`config.mk`:
```
export PLATFORM = sky130hd
export DESIGN_NAME = periph_bus_arbiter
export DESIGN_NICKNAME = d
export VERILOG_FILES = /design/src/rtl/periph_bus_pkg.sv /design/src/rtl/periph_bus_mux.sv /design/src/rtl/periph_bus_arbiter.sv
export SDC_FILE = /design/constraint.sdc
export NUM_CORES = 1
export LEC_CHECK = 0
export ABC_CLOCK_PERIOD_IN_PS = 2000
export BUFFER_PORTS_ARGS = -buffer_cell sky130_fd_sc_hd__buf_4
export CAP_MARGIN = 15
export CORE_AREA = 5 5 114 116
export CTS_BUF_LIST = sky130_fd_sc_hd__clkbuf_16
export DETAILED_ROUTE_END_ITERATION = 16
export DIE_AREA = 0 0 119 121
export PLACE_DENSITY_LB_ADDON = 0.05
export SLEW_MARGIN = 25
export SYNTH_ARGS = -nofsm -noshare
export SYNTH_HDL_FRONTEND = slang
export SYNTH_SLANG_ARGS = --single-unit
```
`constraint.sdc`:
```
create_clock -name clk -period 2 [get_ports clk]
set_input_delay 0.4 -clock clk [delete_from_list [all_inputs] [get_ports clk]]
set_output_delay 0.4 -clock clk [all_outputs]
set_load 0.1 [all_outputs]
```
`src/rtl/periph_bus_pkg.sv`:
```
// Shared peripheral-bus definitions: arbiter state encoding and the peripheral address map
// used by bus masters and benches.
package periph_bus_pkg;

    typedef enum logic [1:0] {
        ARB_IDLE = 2'd0,
        ARB_GNT0 = 2'd1,
        ARB_GNT1 = 2'd2
    } arb_state_e;

    localparam logic [31:0] TIMER_TH   = 32'h4000_0000;
    localparam logic [31:0] TIMER_TL   = 32'h4000_0004;
    localparam logic [31:0] TIMER_TCON = 32'h4000_0008;
    localparam logic [31:0] LED        = 32'h4000_000C;
    localparam logic [31:0] SWITCH     = 32'h4000_0010;
    localparam logic [31:0] DIGI       = 32'h4000_0014;
    localparam logic [31:0] UART_TXD   = 32'h4000_0018;
    localparam logic [31:0] UART_RXD   = 32'h4000_001C;
    localparam logic [31:0] UART_CON   = 32'h4000_0020;

endpackage

```
`src/rtl/periph_bus_mux.sv`:
```
// Pure combinational steering between the two bus masters and the shared slave bus,
// selected by the arbiter state. Nothing reaches the slave unless a master holds the grant.
module periph_bus_mux
    import periph_bus_pkg::*;
#(
    parameter int AW = 32,
    parameter int DW = 32
) (
    input  arb_state_e      i_state,
    input  logic            i_m0_req,
    input  logic            i_m0_rd,
    input  logic            i_m0_wr,
    input  logic [AW-1:0]   i_m0_addr,
    input  logic [DW-1:0]   i_m0_wdata,
    input  logic            i_m1_req,
    input  logic            i_m1_rd,
    input  logic            i_m1_wr,
    input  logic [AW-1:0]   i_m1_addr,
    input  logic [DW-1:0]   i_m1_wdata,
    input  logic [DW-1:0]   i_s_rdata,
    output logic            o_s_rd,
    output logic            o_s_wr,
    output logic [AW-1:0]   o_s_addr,
    output logic [DW-1:0]   o_s_wdata,
    output logic            o_m0_ack,
    output logic [DW-1:0]   o_m0_rdata,
    output logic            o_m1_ack,
    output logic [DW-1:0]   o_m1_rdata
);

    always_comb begin
        o_s_rd     = 1'b0;
        o_s_wr     = 1'b0;
        o_s_addr   = '0;
        o_s_wdata  = '0;
        o_m0_ack   = 1'b0;
        o_m0_rdata = '0;
        o_m1_ack   = 1'b0;
        o_m1_rdata = '0;
        case (i_state)
            ARB_GNT0: begin
                // Strobes stay gated by req: slave reads can clear status bits.
                o_s_rd     = i_m0_rd & i_m0_req;
                o_s_wr     = i_m0_wr & i_m0_req;
                o_s_addr   = i_m0_addr;
                o_s_wdata  = i_m0_wdata;
                o_m0_ack   = 1'b1;
                o_m0_rdata = i_s_rdata;
            end
            ARB_GNT1: begin
                o_s_rd     = i_m1_rd & i_m1_req;
                o_s_wr     = i_m1_wr & i_m1_req;
                o_s_addr   = i_m1_addr;
                o_s_wdata  = i_m1_wdata;
                o_m1_ack   = 1'b1;
                o_m1_rdata = i_s_rdata;
            end
            default: ;
        endcase
    end

endmodule

```
`src/rtl/periph_bus_arbiter.sv`:
```
// Round-robin arbiter for the shared peripheral/data-memory bus (M0 = CPU, M1 = UART/DMA).
// Define PERIPH_ARB_BURST_EN to let a locking master hold the bus for up to MAX_BURST grants.
module periph_bus_arbiter
    import periph_bus_pkg::*;
#(
    parameter int AW        = 32,
    parameter int DW        = 32,
    parameter int MAX_BURST = 4
) (
    input  logic            clk,
    input  logic            reset,
    input  logic            m0_req,
    input  logic            m0_lock,
    input  logic            m0_rd,
    input  logic            m0_wr,
    input  logic [AW-1:0]   m0_addr,
    input  logic [DW-1:0]   m0_wdata,
    output logic            m0_ack,
    output logic [DW-1:0]   m0_rdata,
    input  logic            m1_req,
    input  logic            m1_lock,
    input  logic            m1_rd,
    input  logic            m1_wr,
    input  logic [AW-1:0]   m1_addr,
    input  logic [DW-1:0]   m1_wdata,
    output logic            m1_ack,
    output logic [DW-1:0]   m1_rdata,
    output logic            s_rd,
    output logic            s_wr,
    output logic [AW-1:0]   s_addr,
    output logic [DW-1:0]   s_wdata,
    input  logic [DW-1:0]   s_rdata
);

    arb_state_e r_state;
    logic       r_last_gnt;
    logic       w_hold0;
    logic       w_hold1;

`ifdef PERIPH_ARB_BURST_EN
    localparam int             BCW        = (MAX_BURST > 2) ? $clog2(MAX_BURST) : 1;
    localparam logic [BCW-1:0] BURST_LAST = BCW'(MAX_BURST - 1);

    logic [BCW-1:0] r_burst_cnt;

    // r_burst_cnt counts extra grants beyond the first one in the current run.
    assign w_hold0 = (r_state == ARB_GNT0) && m0_req && m0_lock && (r_burst_cnt < BURST_LAST);
    assign w_hold1 = (r_state == ARB_GNT1) && m1_req && m1_lock && (r_burst_cnt < BURST_LAST);
`else
    logic w_unused;
    assign w_unused = ^{m0_lock, m1_lock, MAX_BURST[0]};
    assign w_hold0  = 1'b0;
    assign w_hold1  = 1'b0;
`endif

    always_ff @(posedge clk) begin
        if (!reset) begin
            r_state    <= ARB_IDLE;
            r_last_gnt <= 1'b1;
`ifdef PERIPH_ARB_BURST_EN
            r_burst_cnt <= '0;
`endif
        end else begin
`ifdef PERIPH_ARB_BURST_EN
            r_burst_cnt <= (w_hold0 || w_hold1) ? r_burst_cnt + BCW'(1) : '0;
`endif
            case (r_state)
                ARB_IDLE: begin
                    if (m0_req && (!m1_req || r_last_gnt))
                        r_state <= ARB_GNT0;
                    else if (m1_req)
                        r_state <= ARB_GNT1;
                end
                // The just-acked master is ignored at this edge: its req is still the old one.
                ARB_GNT0: begin
                    r_last_gnt <= 1'b0;
                    if (!w_hold0)
                        r_state <= m1_req ? ARB_GNT1 : ARB_IDLE;
                end
                ARB_GNT1: begin
                    r_last_gnt <= 1'b1;
                    if (!w_hold1)
                        r_state <= m0_req ? ARB_GNT0 : ARB_IDLE;
                end
                default: r_state <= ARB_IDLE;
            endcase
        end
    end

    periph_bus_mux #(
        .AW (AW),
        .DW (DW)
    ) u_mux (
        .i_state    (r_state),
        .i_m0_req   (m0_req),
        .i_m0_rd    (m0_rd),
        .i_m0_wr    (m0_wr),
        .i_m0_addr  (m0_addr),
        .i_m0_wdata (m0_wdata),
        .i_m1_req   (m1_req),
        .i_m1_rd    (m1_rd),
        .i_m1_wr    (m1_wr),
        .i_m1_addr  (m1_addr),
        .i_m1_wdata (m1_wdata),
        .i_s_rdata  (s_rdata),
        .o_s_rd     (s_rd),
        .o_s_wr     (s_wr),
        .o_s_addr   (s_addr),
        .o_s_wdata  (s_wdata),
        .o_m0_ack   (m0_ack),
        .o_m0_rdata (m0_rdata),
        .o_m1_ack   (m1_ack),
        .o_m1_rdata (m1_rdata)
    );

endmodule

```
==> results of run 1 <==
==> worst max path at each step <==
stage                     startpoint           to  cells past startpoint
after floorplan           r_state[1]         s_rd                      4
after global placement    r_state[0]   s_addr[31]                      6
after detailed placement  r_state[0]   s_addr[31]                      6
after CTS                 r_state[1]  s_wdata[19]                      6
after global routing      r_state[0]  s_wdata[31]                      8
final                     r_state[1]  s_wdata[11]                      7
==> metrics by stage <==
stage	utilization [%]	hold WS, ns	total power (W)	TNS [ns]
floorplan	-	0.449	0.00160	-0.858
global placement	37.5	0.485	0.00220	-0.0264
detailed placement	37.5	0.501	0.00220	-0.110
CTS	47.6	0.357	0.00283	-6.53
global route	50.1	0.368	0.00300	-9.27
finish	50.1	0.356	0.00290	-5.98
==> per-layer routing <==
metal / vias up / GRT usage [%] / part of all wire (%)
met1: 1249 / 14.5 / 34
met2: 178 / 28.1 / 55
met5: - / 0 / 0
met4: 0 / 3.04 / 1.8
li1: 1300 / - / -
met3: 12 / 5.03 / 9.3
==> registers in the layout, indices dropped and copies added (netlist names) <==
register	cells
r_last_gnt	1
r_state	2
==> layout by cell type, fill, tap and decap left out, drive strengths merged <==
master  Yosys  routed
nor2b       1       1
inv         3       4
nand2b      1       1
buf        13     325
ha          6       6
o21ai       2       2
nand3       4       4
nor4bb      1       1
clkbuf      7       6
a21oi       5       5
a22o       64      64
dfxtp       3       3
nand2       6       6
and2       66      67
==> layout make-up <==
type / count / area share [%]
timing repair buffer: 328 / 63.4
multi-input combinational: 157 / 30.9
tap: 147 / 3.11
clock buffer: 3 / 1.27
sequential: 3 / 1.06
inverter: 3 / 0.233
clock inverter: 1 / 0.0634
==> power groups by stage <==
stage / combinational [W] / sequential [W] / clock [W]
floorplan: 0.00153 / 0.0000767 / 0
global placement: 0.00212 / 0.0000738 / 0
detailed placement: 0.00212 / 0.0000742 / 0
CTS: 0.00244 / 0.0000743 / 0.000312
global route: 0.00260 / 0.0000755 / 0.000323
finish: 0.00252 / 0.0000750 / 0.000307
==> repair_timing <==
item	4_1_cts	5_1_grt
setup buffers	8	2
gates resized for setup	240	47
pin swaps	7	15
setup endpoints to repair	103	130
cloned	2	5
==> cell families after synthesis <==
group | Yosys count | synth area share, %
AND/OR/NAND/NOR | 79 | 35.2
adder cells (fa/ha/maj) | 6 | 5.53
AO/OA/AOI/OAI | 71 | 43.9
flip-flops | 3 | 4.42
buffers and inverters | 23 | 11.0
==> impl_metrics.toml, run 1 <==
[critical_path]
cp_max_fo = 10
regToRegSetupSlack_ns = 0.47
slowest_stage = "dfxtp_2"
worstPathCellList = "inv_4 > buf_6 > ha_4 > and2_4 > clkbuf_16 > a22o_4 > buf_12"
timing.rr.end = "r_last_gnt"
crit_arrival_ns = 1.72
max_stage_delay_ns = 0.34
cp_top_family = "buffers and inverters"
reg2reg_from = "r_state[0]"
crit_path_end_kind = "primary output"
r2r_cells = 9
required_ns = 1.60
crit_path_start_kind = "flip-flop"
worst-path-buf-inv = 4
critPathKind = "flip-flop to primary output"

[logic_synthesis]
syn_area_mm2 = 0.00136
synth_warnings = 0
syn_area_per_cell_um2 = 7.46
synth_top_area_cell = "a22o_1"
synth_top_area_share_pct = 41.3
ys.flop_type = "dfxtp_1"
synth.most_common_cell = "and2_1"
synth_common_cells = "and2_1 (66), a22o_1 (64), buf_6 (7), clkbuf_1 (7)"
synth-edff-count = 0
synth.area.top_cells = "a22o_1 (41%), and2_1 (30%), buf_6 (5.8%)"
syn-instance-count = 182
synth-seq-cells = 3
postSynth.asyncResetShare_pct = 0
syn_nets = 358
ys_seq_area_share_pct = 4.42
synth_cell_types = 16

[min_path]
holdPathStages = 2
min-delay-start = "reset"
hold_path.class = "input pin to flip-flop"
min_to = "r_last_gnt"

[cells_and_area]
nNetsFinal = 672
area_delta_synth_final_pct = 336
multiInputGateArea_mm2 = 0.00183
instances_no_fill = 642
final_area_mm2 = 0.00592
nFillCells = 1041
drive_gt1_share_pct = 88.7
antenna_cells = 0
regArea_um2 = 62.6

[timing]
setup_violations = 64
fmax_ghz = 0.471
drv_slew = 0
setup_slack_ns = -0.122
rsz0062_at_grt = "true"
fin_skew_ns = 0.000573
relSlewSlack_pct = 77.0
final_hold_viol_count = 0
period_share_pct = 106
min_period_ns = 2.12
tightestPinTransition_ns = 0.341

[clocking]
cts-root-buf = "clkbuf_16"
holdBufCountCts = 0
numClockSinks = 3
cts_tree = "yes"
path_clk_slew_ns = 0.03
cts_buffers = 3
htree_levels = 1
clock_latency_ns = 0.22
clock_path_buffers = 2

[global_route]
gr-usage-all-layers_pct = 14.4
grt_pass1_wl_mm = 16.6
grt-ovfl-total = 0
antenna_found_initial = 0
grt_pass1_vias = 2957
grt_max_degree = 33

[route]
wl_per_cell_um = 18.1
vias = 2739
drt_pass1_iterations = 4
routed_wl_mm = 11.6
avgViaCountPerCell = 4.27
ant_nets = 0
initialDrtViolationCount = 40
drc = 0

[pwr]
p_comb_share_pct = 86.8
power.switching_w = 0.00162
power.leakage_nw = 2.94
switching_share_pct = 55.9
vdd_drop_max_mv = 0.208
p_clk_share_pct = 10.6
seq_power_share_pct = 2.6
p_int_w = 0.00128
p_per_area_mw_per_mm2 = 490

[die]
rows = 40
start_util_pct = 11.5
dieArea_mm2 = 0.0144
die_y_um = 121
fp.dieW_um = 119
core_area_mm2 = 0.0118
pin_count = 302

[placed_design]
dp.cells = 622
dp_worst_setup_slack_ns = -0.0224
gp_congestion = 0.773
placed_area_mm2 = 0.00443
port_buffers = 299
dp_hpwl_mm = 9.08

[status]
violations = "negative setup slack"
status = "finished with violations"

[flow_run]
maxCapViolCount = 0
Power figures use the tool's default switching activity.
==> run 2, diff against run 1 <==
--- a/config.mk
+++ b/config.mk
@@ -8,12 +8,13 @@
 export ABC_CLOCK_PERIOD_IN_PS = 2000
 export BUFFER_PORTS_ARGS = -buffer_cell sky130_fd_sc_hd__buf_4
 export CAP_MARGIN = 15
-export CORE_AREA = 5 5 114 116
+export CORE_AREA = 5 5 113 115
 export CTS_BUF_LIST = sky130_fd_sc_hd__clkbuf_16
 export DETAILED_ROUTE_END_ITERATION = 16
-export DIE_AREA = 0 0 119 121
+export DIE_AREA = 0 0 118 120
 export PLACE_DENSITY_LB_ADDON = 0.05
 export SLEW_MARGIN = 25
 export SYNTH_ARGS = -nofsm -noshare
 export SYNTH_HDL_FRONTEND = slang
+export SYNTH_HIERARCHICAL = 1
 export SYNTH_SLANG_ARGS = --single-unit
==> impl_metrics.toml, run 2 <==
[status]
status = "completed"

[die]
die_y_um = 120
pin_count = 302
dieArea_mm2 = 0.0142
fp.dieW_um = 118
core_area_mm2 = 0.0117
start_util_pct = 13.4
rows = 40

[pwr]
p_per_area_mw_per_mm2 = 568
power_w = 0.00300
switching_share_pct = 60.3
p_comb_share_pct = 86.9
power.switching_w = 0.00181
p_int_w = 0.00119
p_clk_share_pct = 10.4
seq_power_share_pct = 2.7
power.leakage_nw = 2.39
vdd_drop_max_mv = 0.427

[timing]
min_period_ns = 1.98
tightestPinTransition_ns = 0.300
relSlewSlack_pct = 80.1
final_hold_viol_count = 0
fin_skew_ns = 0.00304
setup_slack_ns = 0.0168
drv_slew = 0
period_share_pct = 99.2
fmax_ghz = 0.504
rsz0062_at_grt = "true"
setup_violations = 0

[logic_synthesis]
ys.flop_type = "dfxtp_1"
synth_top_area_share_pct = 30.7
syn_nets = 430
postSynth.asyncResetShare_pct = 0
synth-seq-cells = 3
synth-edff-count = 0
synth.area.top_cells = "a22oi_1 (31%), and2_1 (26%), nor2_1 (15%)"
synth_common_cells = "a22oi_1 (64), and2_1 (64), nor2_1 (64)"
ys_seq_area_share_pct = 3.84
syn-instance-count = 252
synth_top_area_cell = "a22oi_1"
syn_area_mm2 = 0.00157
syn_area_per_cell_um2 = 6.21
synth_cell_types = 19
synth_warnings = 6

[cells_and_area]
drive_gt1_share_pct = 84.3
instances_no_fill = 695
nFillCells = 1173
postLayoutCoreUtil_pct = 45.0
largest_reg_flops = 2
final_common_cell = "buf_4"
antenna_cells = 0
reg_top3 = "r_state: 2 flops, r_last_gnt: 1 flops"
area_delta_synth_final_pct = 237
largest-register = "r_state"
nNetsFinal = 727
final_cell_mix = "buf_4 (208), buf_6 (78), and2_2 (62)"

[global_route]
grt-ovfl-total = 0
grt_pass1_vias = 3041
grt_pass1_wl_mm = 16.9
gr-usage-all-layers_pct = 14.4
grt_max_degree = 39
antenna_found_initial = 0

[min_path]
hold_path.class = "input pin to flip-flop"

[flow_run]
maxCapViolCount = 0

[clocking]
htree_levels = 1
cts_buffers = 3
holdBufCountCts = 0
clock_latency_ns = 0.22
cts_tree = "yes"
cts-root-buf = "clkbuf_16"
path_clk_slew_ns = 0.03
numClockSinks = 3
clock_path_buffers = 2

[placed_design]
dp_worst_setup_slack_ns = 0.0803
port_buffers = 299
dp.cells = 681
dp_hpwl_mm = 9.16
gp_congestion = 0.775

[critical_path]
cp-endpoint = "s_rd"
crit_path_start_kind = "flip-flop"
timing.rr.end = "r_state[1]"
crit_arrival_ns = 1.58
regToRegSetupSlack_ns = 0.75
reg2reg_from = "r_state[1]"
crit_path_end_kind = "primary output"
required_ns = 1.60
crit_start = "r_state[0]"
cp_max_fo = 5
r2r_cells = 6
critPathKind = "flip-flop to primary output"

[route]
drt_pass1_iterations = 4
vias = 3029
wl_per_cell_um = 17.2
initialDrtViolationCount = 98
ant_nets = 0
routed_wl_mm = 12.0
drc = 0
avgViaCountPerCell = 4.36
[run 2: cell types whose count changed after synthesis, moves of 2 or more]
cell	delta
o21ai_2	+2
a22oi_1	+64
ha_1	+2
buf_6	-4
nand3_1	-4
buf_2	+9
a22o_1	-64
a21oi_1	-3
a32o_1	+2
and2_1	-2
nor2_1	+64
o21ai_0	-2
[run 2: logic make-up after synthesis]
kind of cell	after synthesis	synth area share, %
simple gates	139	44.9
compound gates	70	33.7
buf+inv	31	10.5
fa+ha+maj	8	6.40
flops	3	3.84
mux	1	0.640
[run 2: worst min path at each step]
stage,startpoint,end,cells after the start,slack (ns)
2_1_floorplan,r_last_gnt,r_last_gnt,2,0.45
3_3_place_gp,r_last_gnt,r_last_gnt,2,0.48
5_1_grt,reset,r_last_gnt,2,0.38
6_report,reset,r_last_gnt,2,0.36
4_1_cts,reset,r_last_gnt,2,0.36
3_5_place_dp,r_last_gnt,r_last_gnt,2,0.50
[run 2: layout make-up]
class                   count  area, um2  area share, %
clock buffers               3       75.1           1.42
clock inverters             1       3.75         0.0712
inverters                   4       20.0          0.380
multi-input cells         218       1840           34.9
flip-flops and latches      3       67.6           1.28
well taps                 147        184           3.49
repair buffers            319       3090           58.5
[run 2: routing by layer]
layer | track usage, % | vias up | wire (um) | share of wire, %
met5 | 0 | - | 0 | 0
li1 | - | 1472 | - | -
met2 | 27.9 | 156 | 6640 | 56
met1 | 15.7 | 1397 | 4260 | 36
met4 | 1.43 | 0 | 76 | 0.64
met3 | 4.57 | 4 | 987 | 8.3
[run 2: power groups by stage]
stage | Combinational (W) | Clock (W) | Sequential (W)
finish | 0.00260 | 0.000312 | 0.0000806
detailed placement | 0.00232 | 0 | 0.0000841
floorplan | 0.00167 | 0 | 0.0000790
global placement | 0.00231 | 0 | 0.0000833
CTS | 0.00251 | 0.000319 | 0.0000807
global route | 0.00272 | 0.000325 | 0.0000824
[run 2: metrics by stage]
step | hold WS, ns | cell area [um2] | setup TNS (ns)
after floorplan | 0.454 | 1880 | -31.01
after global placement | 0.483 | 4320 | 0
after detailed placement | 0.497 | 4320 | 0
after CTS | 0.362 | 4940 | -0.195
after global routing | 0.385 | 5280 | -0.395
final | 0.361 | 5280 | 0
[run 2: worst max-delay path: stages, from the launching register on]
cell and delay [ns]:
dfxtp_4 0.37, inv_4 0.05, ha_4 0.32, and3b_1 0.20, a32o_2 0.25, buf_12 0.17
[run 2: repair_timing]
item,4_1_cts,5_1_grt
gates resized for setup,112,65
setup buffers,4,2
cloned,2,4
pin swaps,13,14
endpoints found under the setup margin,86,50
